**config.mk**
```make
export PLATFORM = sky130hd
export DESIGN_NAME = alu_issue_flat
export DESIGN_NICKNAME = d
export VERILOG_FILES = /design/src/rtl/alu_issue_if.sv /design/src/rtl/alu_issue.sv /design/src/flat_wrapper.sv
export SDC_FILE = /design/constraint.sdc
export NUM_CORES = 1
export LEC_CHECK = 0
export CAP_MARGIN = 15
export CORE_UTILIZATION = 45
export DETAILED_ROUTE_END_ITERATION = 8
export PLACE_DENSITY = 0.74
export SLEW_MARGIN = 30
export SYNTH_ARGS = -nofsm -noshare
export SYNTH_HDL_FRONTEND = slang
export SYNTH_SLANG_ARGS = --single-unit
```
**constraint.sdc**
```tcl
create_clock -name clk -period 2.05 [get_ports clk]
set_clock_uncertainty 0.15 [all_clocks]
set_input_delay 0.615 -clock clk [delete_from_list [all_inputs] [get_ports clk]]
set_output_delay 0.615 -clock clk [all_outputs]
set_load 0.1 [all_outputs]
```
**src/rtl/alu_issue_if.sv**
```systemverilog
// Instruction and result handshake bundle for the alu_issue front end.
// The slave side is the issue block; the master side is fetch plus the
// downstream result consumer.
interface alu_issue_if;
    logic        in_valid;
    logic        in_ready;
    logic [15:0] in_instr;
    logic        res_valid;
    logic        res_ready;
    logic [31:0] res_data;
    logic [2:0]  res_rd;

    modport master (
        output in_valid, in_instr, res_ready,
        input  in_ready, res_valid, res_data, res_rd
    );

    modport slave (
        input  in_valid, in_instr, res_ready,
        output in_ready, res_valid, res_data, res_rd
    );
endinterface

```
**src/rtl/alu_issue.sv**
```systemverilog
// Two-stage issue/writeback front end for the external combinational ALU.
// Stage 1 holds the decoded operands that drive the ALU.
// Stage 2 captures the ALU result, writes it back and offers it downstream.
// Source operands that match the in-flight destination are forwarded from
// alu_out, so the pipeline never stalls on data hazards.
module alu_issue #(
    parameter int NREGS = 8,
    parameter int CNTW  = 16
) (
    input  logic            clk,
    input  logic            rst_n,
    alu_issue_if.slave      bus,
    output logic [3:0]      alu_ctrl,
    output logic [31:0]     alu_a,
    output logic [31:0]     alu_b,
    input  logic [31:0]     alu_out,
    output logic [CNTW-1:0] retired
);

    logic [31:0] regs [NREGS];

    logic        iss_valid;
    logic [2:0]  iss_rd;

    logic        res_valid;
    logic [31:0] res_data;
    logic [2:0]  res_rd;

    logic [3:0]  dec_op;
    logic [2:0]  dec_rd;
    logic        dec_imm;
    logic [7:0]  dec_imm8;
    logic [2:0]  dec_rb;

    logic [31:0] opnd_a;
    logic [31:0] opnd_b;

    logic        s2_free;
    logic        s1_adv;
    logic        in_ready;
    logic        take;

    assign dec_op   = bus.in_instr[15:12];
    assign dec_rd   = bus.in_instr[11:9];
    assign dec_imm  = bus.in_instr[8];
    assign dec_imm8 = bus.in_instr[7:0];
    assign dec_rb   = bus.in_instr[2:0];

    // Handshake terms depend only on registered state and res_ready.
    assign s2_free  = !res_valid || bus.res_ready;
    assign s1_adv   = iss_valid && s2_free;
    assign in_ready = !iss_valid || s2_free;
    assign take     = bus.in_valid && in_ready;

    assign bus.in_ready  = in_ready;
    assign bus.res_valid = res_valid;
    assign bus.res_data  = res_data;
    assign bus.res_rd    = res_rd;

    // Operand fetch, bypassing the register file when stage 1 writes the source.
    always_comb begin
        opnd_a = regs[dec_rd];
        if (iss_valid && (iss_rd == dec_rd)) begin
            opnd_a = alu_out;
        end
        if (dec_imm) begin
            opnd_b = {24'b0, dec_imm8};
        end else if (iss_valid && (iss_rd == dec_rb)) begin
            opnd_b = alu_out;
        end else begin
            opnd_b = regs[dec_rb];
        end
    end

    // Stage 1: latch the decoded instruction; ALU outputs hold until the next load.
    always_ff @(posedge clk or negedge rst_n) begin
        if (!rst_n) begin
            iss_valid <= 1'b0;
            iss_rd    <= '0;
            alu_ctrl  <= '0;
            alu_a     <= '0;
            alu_b     <= '0;
        end else if (take) begin
            iss_valid <= 1'b1;
            iss_rd    <= dec_rd;
            alu_ctrl  <= dec_op;
            alu_a     <= opnd_a;
            alu_b     <= opnd_b;
        end else if (s1_adv) begin
            iss_valid <= 1'b0;
        end
    end

    // Stage 2: capture the ALU result when stage 1 advances, drop it once taken.
    always_ff @(posedge clk or negedge rst_n) begin
        if (!rst_n) begin
            res_valid <= 1'b0;
            res_data  <= '0;
            res_rd    <= '0;
        end else if (s1_adv) begin
            res_valid <= 1'b1;
            res_data  <= alu_out;
            res_rd    <= iss_rd;
        end else if (bus.res_ready) begin
            res_valid <= 1'b0;
        end
    end

    // Register file write-back on the same edge stage 2 captures the result.
    always_ff @(posedge clk or negedge rst_n) begin
        if (!rst_n) begin
            for (int i = 0; i < NREGS; i++) begin
                regs[i] <= '0;
            end
        end else if (s1_adv) begin
            regs[iss_rd] <= alu_out;
        end
    end

    // Count results accepted downstream; wraps naturally at the counter width.
    always_ff @(posedge clk or negedge rst_n) begin
        if (!rst_n) begin
            retired <= '0;
        end else if (res_valid && bus.res_ready) begin
            retired <= retired + CNTW'(1);
        end
    end

endmodule

```
**src/flat_wrapper.sv**
```systemverilog
// flat-port wrapper written by rule: the top's interface ports become plain ports
module alu_issue_flat 
#(
    parameter int NREGS = 8,
    parameter int CNTW  = 16
)
  (clk, rst_n, alu_ctrl, alu_a, alu_b, alu_out, retired, bus_in_valid, bus_in_instr, bus_res_ready, bus_in_ready, bus_res_valid, bus_res_data, bus_res_rd);
  alu_issue_if bus_i ();
  input  logic clk;
  input  logic rst_n;
  output logic [3:0] alu_ctrl;
  output logic [31:0] alu_a;
  output logic [31:0] alu_b;
  input  logic [31:0] alu_out;
  output logic [CNTW-1:0] retired;
  input wire logic [$bits(bus_i.in_valid)-1:0] bus_in_valid;
  input wire logic [$bits(bus_i.in_instr)-1:0] bus_in_instr;
  input wire logic [$bits(bus_i.res_ready)-1:0] bus_res_ready;
  output wire logic [$bits(bus_i.in_ready)-1:0] bus_in_ready;
  output wire logic [$bits(bus_i.res_valid)-1:0] bus_res_valid;
  output wire logic [$bits(bus_i.res_data)-1:0] bus_res_data;
  output wire logic [$bits(bus_i.res_rd)-1:0] bus_res_rd;
  assign bus_i.in_valid = bus_in_valid;
  assign bus_i.in_instr = bus_in_instr;
  assign bus_i.res_ready = bus_res_ready;
  assign bus_in_ready = bus_i.in_ready;
  assign bus_res_valid = bus_i.res_valid;
  assign bus_res_data = bus_i.res_data;
  assign bus_res_rd = bus_i.res_rd;
  alu_issue #(.NREGS(NREGS), .CNTW(CNTW)) u_core (.clk(clk), .rst_n(rst_n), .bus(bus_i), .alu_ctrl(alu_ctrl), .alu_a(alu_a), .alu_b(alu_b), .alu_out(alu_out), .retired(retired));
endmodule
```
==> results.cfg <==
[finish]
design_area_mm2 = 0.0247
num-nets-final = 1588
layout-drive-gt1-share_pct = 47.9
insertedDiodeCount = 0
fill_cells = 2972
area_growth_pct = 33.2
final_cells = 2090

[global_routing]
grt_pass1_vias = 13400
grt_max_degree = 48
grt_pass1_wl_um = 80100
grtUsageTotal_pct = 25.3
antenna_found_initial = 0
grt_remaining_overflow = 0

[worst_setup_path]
crit_path_cell_trace = nand3b_1 > buf_6 > buf_12
critPathArrivalTime_ns = 1.47
critPathMaxFanout = 3
crit_slowest_cell = dfrtp_4
cp_num_buf_inv = 2
critPathTopFamily = flip-flops
r2r_cells = 7
crit_path_end_kind = output pin
cp-start-kind = flip-flop
path_class = reg -> out
cp.depth = 3
max_stage_delay_ns = 0.48
cp.required_ns = 1.28

[sta]
fmax_mhz = 447
hold_viol = 0
setup_ws_ns = -0.189
rsz0062_at_grt = true
slew_headroom_pct = 66.8
timing.final.crit_period_ns = 2.24
tightest_slew_ns = 0.498
fin_crit_sh_pct = 109
slew_violations = 0
finalSetupViolCount = 54

[clock_network]
path_clk_slew_ns = 0.06
cts_tree = built
numCtsBuffers = 42
clockBufferDepth = 3
cts_root_buf = clkbuf_16
clk_latency_ns = 0.56
cts_sinks = 380
h-tree-depth = 2

[synth]
synthMuxAreaShare_pct = 34.7
ys_ff_latch = 380
synth.largest_area_cell = dfrtp_1
synthSimpleGateAreaFrac_pct = 5.04
synth.top_cells.by_area = dfrtp_1, mux4_2, mux2_2
synth_common_cells = dfrtp_1, mux2_2, mux4_2, nand2_1, clkbuf_1
synth_xor_area_share_pct = 0.993
yosys.cell_types.count = 38
synthAdderAreaFrac_pct = 0.0675
synth_nets = 1358
synth-compound-area-share_pct = 4.59
ys.flop_type = dfrtp_1
synth_edf_count = 0
synth_top_area_share_pct = 51.3
ys_seq_area_share_pct = 51.3
ys_warn_count = 0
yosysMostFrequentCell = dfrtp_1
netlist_instances = 1305
synth_async_sr_flop_share_pct = 100
postSynthAreaPerCell_um2 = 14.2
synth_top_family_by_area = multiplexers
synthesis.area_mm2 = 0.0185

[outcome]
violations = setup timing
status = finished, violations left

[die]
die_h_um = 205
core_mm2 = 0.0402
dieArea_mm2 = 0.0420
std_cell_rows = 73
start_util_pct = 46.1
ios = 173
die_x_um = 205

[detailed_routing]
ant_nets = 0
drc = 0
via_per_inst = 6.07
drt_iter0_markers = 991
wirelength_um = 52400
num_vias = 12700
drt_pass1_iterations = 7
wl_per_cell_um = 25.1

[run]
maxCapViolations = 0

[placed_design]
dp_hpwl_um = 33800
placement.cell_area_mm2 = 0.0230
dp_cells = 1999
portBuffers = 172
gp_congestion = 0.845

[pwr]
p_leak_nw = 10.7
max-vdd-ir-drop_mv = 1.08
powerDensity_mw_per_mm2 = 1440

[hold_path]
hp-class = in -> async
path summary, 6_finish.rpt:
| check | slack, ns | startpoint | endpoint |
|---|---|---|---|
| setup / recovery | -0.19 | u_core.bus.res_valid | bus_in_ready |
| setup reg to reg | -0.06 | u_core.bus.res_valid | u_core.regs[106] |
| hold reg to reg | 0.37 | u_core.regs[42] | u_core.regs[42] |
| hold / removal | 0.36 | rst_n | u_core.bus.res_data[5] |
| max in group asynchronous | 0.64 | rst_n | u_core.alu_b[21] |
| min in group clk | 0.37 | u_core.regs[42] | u_core.regs[42] |
layer usage:
layer	GRT usage, %	share of wire [%]
met1	34.5	42
met2	41.0	49
met3	4.37	6.7
met4	8.60	3.1
met5	0	0
per-stage QoR:
stage	TNS, ns	hold WS (ns)	utilization [%]	power, mW	worst slack, ns
2_1_floorplan	-4.44	0.169	-	22.5	-0.134
3_3_place_gp	-188.13	0.337	57.3	27.4	-0.617
3_5_place_dp	-193.97	0.345	57.3	27.9	-0.640
4_1_cts	-0.395	0.347	60.8	35.7	-0.207
5_1_grt	-4.60	0.370	61.4	37.1	-0.229
6_report	-1.44	0.361	61.4	35.7	-0.189
state kept, by name, summed over array words and instances (netlist names):
name / cells
u_core.regs: 256
u_core.alu_a: 32
u_core.alu_b: 32
u_core.bus.res_data: 32
u_core.retired: 16
u_core.alu_ctrl: 4
u_core.bus.res_rd: 3
u_core.iss_rd: 3
u_core.bus.res_valid: 1
u_core.iss_valid: 1
logic make-up (layout without fill, tap and decap cells):
logic type | Yosys count | in the layout
AO/OA/AOI/OAI | 114 | 114
adder cells (fa/ha/maj) | 1 | 1
buffers and inverters | 139 | 399
multiplexers | 449 | 449
XOR/XNOR | 21 | 21
flip-flops | 380 | 380
AND/OR/NAND/NOR | 201 | 201
worst reg2reg max path: cells and delay by family, from the launching register on:
family	cells	cell delay [ns]
DFF	1	0.48
buffers and inverters	3	0.54
and+or+nand+nor	3	0.49
muxes	1	0.34
layout by cell type, fill, tap and decap left out, types with 5 or more instances in the layout:
master,Yosys,routed
buf_6,1,8
nand2_1,128,127
o21ai_0,36,36
clkinv_2,0,6
mux4_2,128,128
nor2_1,8,7
inv_1,8,8
nand3_1,7,6
buf_4,8,94
dfrtp_1,380,366
nor3_1,27,26
dfrtp_2,0,13
a32oi_1,28,28
a21oi_1,13,13
clkbuf_16,0,48
xnor2_1,13,13
nand4_1,5,5
clkbuf_1,63,8
a221oi_1,6,6
buf_12,0,159
a221o_1,30,30
clkbuf_8,0,10
mux2_1,8,8
xor2_1,8,8
mux2_2,255,252
clkdlybuf4s50_1,0,43
mux2i_1,58,58
where the power goes:
group          total [mW]  switching [mW]  leakage, nW  internal (mW)
Combinational        14.7            7.57         5.36           7.17
Clock                7.59            3.12        0.685           4.47
Sequential           13.3            2.76         4.64           10.6
Total                35.7            13.5         10.7           22.2
final cells by class:
class / count / area (um^2) / share of cell area [%]
flip-flops and latches: 380 / 9530 / 38.6
inverters: 8 / 30.0 / 0.122
multi-input cells: 786 / 8470 / 34.3
clock buffers: 61 / 1240 / 5.04
repair buffers: 317 / 4620 / 18.7
well taps: 525 / 657 / 2.66
clock inverters: 13 / 134 / 0.542
repair_timing:
item	4_1_cts	5_1_grt
pin swaps	0	2
hold buffers	1	0
setup buffers	4	5
cloned	0	7
hold endpoints to repair	20	0
endpoints found under the setup margin	185	112
gates resized for setup	5	16
(Power assumes the default switching activity.)
